File: src/rtl/ready_register.sv
// ready_register: backward-path register slice (skid buffer) for a valid/ready
// handshake. Every output comes from a flop, so there is no combinational path
// from s_ready to m_ready. Sustains one beat per clock with strict FIFO order.
//
// Ports:
//   clk     - clock, rising edge
//   rst     - synchronous active-high reset
//   m_valid - upstream beat valid
//   m_ready - upstream ready (registered)
//   m_data  - upstream beat data
//   s_valid - downstream beat valid (registered)
//   s_ready - downstream ready
//   s_data  - downstream beat data (registered)
//   level   - occupancy in beats: 0, 1 or 2 (registered)
module ready_register #(
  parameter int unsigned WIDTH = 8
) (
  input  logic             clk,
  input  logic             rst,
  input  logic             m_valid,
  output logic             m_ready,
  input  logic [WIDTH-1:0] m_data,
  output logic             s_valid,
  input  logic             s_ready,
  output logic [WIDTH-1:0] s_data,
  output logic [1:0]       level
);

  typedef enum logic [1:0] {
    EMPTY = 2'd0,
    BUSY  = 2'd1,
    FULL  = 2'd2
  } state_t;

  state_t           state_q, state_d;
  logic [WIDTH-1:0] out_q, out_d;
  logic [WIDTH-1:0] skid_q, skid_d;
  logic             m_ready_q, m_ready_d;
  logic             s_valid_q, s_valid_d;
  logic [1:0]       level_q, level_d;
  logic             accept;
  logic             consume;

  assign accept  = m_valid && m_ready_q;
  assign consume = s_valid_q && s_ready;

  always_comb begin
    state_d = state_q;
    out_d   = out_q;
    skid_d  = skid_q;
    unique case (state_q)
      EMPTY: begin
        if (accept) begin
          out_d   = m_data;
          state_d = BUSY;
        end
      end
      BUSY: begin
        if (accept && consume) begin
          out_d = m_data;
        end else if (accept) begin
          // Downstream stalled: park the new beat behind the one on s_data.
          skid_d  = m_data;
          state_d = FULL;
        end else if (consume) begin
          state_d = EMPTY;
        end
      end
      FULL: begin
        if (consume) begin
          out_d   = skid_q;
          state_d = BUSY;
        end
      end
      default: begin
        state_d = EMPTY;
      end
    endcase

    // Outputs are registered copies of what the next state implies.
    m_ready_d = (state_d != FULL);
    s_valid_d = (state_d != EMPTY);
    unique case (state_d)
      BUSY:    level_d = 2'd1;
      FULL:    level_d = 2'd2;
      default: level_d = 2'd0;
    endcase
  end

  always_ff @(posedge clk) begin
    if (rst) begin
      state_q   <= EMPTY;
      out_q     <= '0;
      skid_q    <= '0;
      // Held low through reset and for one cycle after it, so nothing is
      // accepted until the slice has come out of reset cleanly.
      m_ready_q <= 1'b0;
      s_valid_q <= 1'b0;
      level_q   <= '0;
    end else begin
      state_q   <= state_d;
      out_q     <= out_d;
      skid_q    <= skid_d;
      m_ready_q <= m_ready_d;
      s_valid_q <= s_valid_d;
      level_q   <= level_d;
    end
  end

  assign m_ready = m_ready_q;
  assign s_valid = s_valid_q;
  assign s_data  = out_q;
  assign level   = level_q;

endmodule

File: config.mk
export PLATFORM = sky130hd
export DESIGN_NAME = ready_register
export DESIGN_NICKNAME = d
export VERILOG_FILES = /design/src/rtl/ready_register.sv
export SDC_FILE = /design/constraint.sdc
export NUM_CORES = 1
export LEC_CHECK = 0
export ABC_AREA = 1
export CORE_UTILIZATION = 47
export DETAILED_ROUTE_END_ITERATION = 10
export PLACE_DENSITY = 0.76
export SYNTH_ARGS = -nofsm -noshare
export SYNTH_HDL_FRONTEND = slang
export SYNTH_SLANG_ARGS = --single-unit
File: constraint.sdc
create_clock -name clk -period 3.2 [get_ports clk]
set_input_delay 0.96 -clock clk [delete_from_list [all_inputs] [get_ports clk]]
set_output_delay 0.96 -clock clk [all_outputs]
set_load 0.1 [all_outputs]
# Word level (Yosys, flattened, before mapping)
# Index checks and enable logic that the tools add are counted.
[totals]
ff_bits = 22
in_bits = 12
word_cells = 34
[classes]
n_eq_ne = 8
mux = 11
n_bitwise = 1
reduce_logical = 8
[op_table]
columns = ["operator", "n"]
rows = [
  ["8-bit two-way mux", 3],
  ["8-bit case mux with 3 select lines", 1],
  ["2-bit two-way mux", 5],
  ["2-bit != test (second input constant)", 4],
  ["2-bit case mux with 3 select lines", 1],
  ["2-bit by 1-bit == test with 1-bit output (second input constant)", 2],
  ["2-bit == test (second input constant)", 2],
  ["2-bit case mux with 2 select lines", 1],
  ["4-bit AND reduction", 1],
  ["1-bit logical AND", 3],
  ["3-bit AND reduction", 1],
  ["3-bit nonzero test", 1],
  ["2-bit zero test", 1],
  ["2-bit nonzero test", 1],
  ["1-bit NOT", 1],
]

# Logic depth before layout (Yosys ltp)
[depth]
ltp_word = 7
mapped_depth = 8

# Worst setup path after synthesis
# OpenSTA, ideal clock, no wires.
[synth_path]
path_type = "reg-to-output"
start = "reg m_ready_q, in the netlist m_ready"
end = "out m_ready"
arrival_time_ns = 0.954
required_time_ns = 2.240
slack_ns = 1.286
path_stages_with_launch = 1
n_path_buf = 0
cell_sequence = "dfxtp_1"
[synth_lines]
columns = ["item", "line", "source"]
rows = [
  ["from (decl)", "38", "logic m_ready_q, m_ready_d;"],
  ["from (signal assigned)", "104", "m_ready_q <= m_ready_d;"],
  ["to (decl)", "21", "output logic m_ready,"],
]
# No word-level cell between the ends.

# Final worst setup path
[layout_path]
start = "reg m_ready_q, in the netlist m_ready"
end = "out m_ready"
# No word-level cell between the ends.

==> results.txt <==
Status = complete, no violations
Die area = 2330 µm²
Setup Total Neg Slack = 0 ns
Dpl hpwl = 1420 µm
PwrDens = 503 nW/µm²
Io pins = 24
WS Path Type = reg2out
CTS tree = done
Final Cycle Share = 60.9%
WP buf/inv = 1
CTS root buffer = clkbuf_4
IO buf count = 23
Clock Latency Late Sink = 0.30 ns
Setup WS post-layout = 1.25 ns
WL final = 1900 µm
Unrepaired setup endpoints after global routing = false
Crit. path cell count = 1
R2R depth = 7
Share of cells above drive strength 1 = 23.1%
Worst Path Arrival = 0.99 ns
Cell Chain, Critical Path = buf_4
Final hold violation count = 0
Core area = 1980 µm²
Flops & latches, synth = 22
Register area = 440 µm²
Mapped cell area = 1010 µm²
Vias in the first global route = 698
R2r endpoint = s_data[6]
Worst Path Max Fanout = 3
Final Max Slew Viols = 0
Die extent in x = 48.3 µm
Leak = 0.598 nW
Fin nets = 174
CP Data Required Time = 2.24 ns
Gr usage total = 18.9%
Setup violations, final = 0
Area of the multi-input gates = 479 µm²
Drt wl/cell = 10.2 µm
Yosys cell types = 18
Die Ht = 48.3 µm
H-tree depth = 1
Area grow syn2layout = 21.6%
Worst setup path start = m_ready
Largest net degree at the start of global routing = 18
Worst path top cell family by delay = flip-flops
Slew HR = 63.8%
Fin util = 61.8%
Maxcap violations = 0
CTS Buf Count = 3
Routed vias/inst = 4.60
Drt drc = 0
Largest buffer count on any clock path = 2
Hold Crit Class = reg2reg
Vias post-DR = 860
Worst setup EP type = output pin
Pre-CTS setup slack = 0.920 ns
Fill count = 196
Max VDD drop = 0.312 mV
Hold Buf Count CTS = 0
Seq/Total Area, Yosys = 43.7%
Final GP Congestion = 0.772
Highest achievable clock rate = 513 MHz
Largest stage delay, worst path = 0.38 ns
Most used cells in the layout excluding fill and tap cells = 33 x nand2_1, 28 x nor2_1, 22 x dfxtp_1
Clock Pin Slew Worst Setup and Hold Paths = 0.12 ns
Post-DRT Antenna Nets = 0
Worst r2r src = state_q[1]
Commonest non-fill, non-tap cell in the layout = nand2_1
Crit path launch type = flip-flop
Global-route wire length before repair = 3060 µm
Worst-case clock skew = 0.00157 ns
Register-to-register setup slack = 1.74 ns
Worst-margin pin slew = 0.542 ns
Post-CTS setup buffer count = 0
Clock Sinks = 22
Pre-Repair DR Iteration Count = 4
Critical path's slowest cell = dfxtp_1
GRT overflow = 0
Row Count = 16
Synth warnings = 0
Syn Area/Cell = 7.35 µm²
Initial antenna violation count = 0
Syn Inst Count = 137
Minimum clock period = 1.95 ns
CP Capture Point = m_ready
Synth Net Count = 149
# diodes = 0
Initial Util = 50.8%
PostCTS Resize Cnt = 0
DRT iter0 DRCs = 12
==> power by group <==
group	total (mW)	internal (mW)	switching, mW
Sequential	0.302	0.291	0.0109
Clock	0.124	0.0439	0.0799
Combinational	0.190	0.0485	0.142
==> per-stage QoR <==
step | hold WS [ns] | power (mW) | area (µm²) | cells
2_1_floorplan | 0.466 | 0.460 | 1010 | 137
3_3_place_gp | 0.478 | 0.497 | 1200 | 184
3_5_place_dp | 0.492 | 0.500 | 1200 | 184
4_1_cts | 0.522 | 0.624 | 1220 | 187
5_1_grt | 0.549 | 0.648 | 1220 | 187
6_report | 0.516 | 0.617 | 1220 | 187
==> routing by layer <==
metal	GRT usage [%]	part of all wire [%]	vias to the layer above
li1	-	-	467
met1	26.6	48	377
met2	29.1	49	14
met3	3.33	2.7	2
met4	6.67	0.47	0
met5	0	0	-
==> cell families (layout without fill, tap and decap cells) <==
logic type | Yosys count | in the layout | synth area share [%]
buffers and inverters | 16 | 39 | 8.70
and+or+nand+nor | 88 | 88 | 40.6
AOI/OAI and AO/OA | 11 | 11 | 6.96
DFF | 22 | 22 | 43.7
==> cells in the mapped netlist, drive strengths merged <==
cell type,count,area share [%]
a21oi,2,1.4
buf,2,3.1
clkbuf,1,0.75
dfxtp,22,44
inv,13,4.8
nand2,40,18
nand3,11,6.0
nor2,37,17
o21ai,9,5.6
==> area by class of cell <==
class,count,share of cell area [%]
Sequential cell,22,36.0
Tap cell,27,2.76
Inverter,13,3.98
Timing Repair Buffer,23,16.3
Clock buffer,3,1.84
Multi-Input combinational cell,99,39.1
==> worst min-delay path by stage <==
stage | from | to | slack [ns] | depth (start not counted)
2_1_floorplan | skid_q[0] | skid_q[0] | 0.47 | 2
3_3_place_gp | skid_q[5] | skid_q[5] | 0.48 | 2
3_5_place_dp | skid_q[2] | skid_q[2] | 0.49 | 2
4_1_cts | skid_q[2] | skid_q[2] | 0.52 | 2
5_1_grt | s_data[5] | s_data[5] | 0.55 | 4
6_report | skid_q[2] | skid_q[2] | 0.52 | 2
==> registers in the layout, summed over array words and instances, names as in the netlist <==
name and cells:
s_data 8, m_ready 1, s_valid 1, skid_q 8, level 2, state_q 2
(Power assumes the default switching activity.)
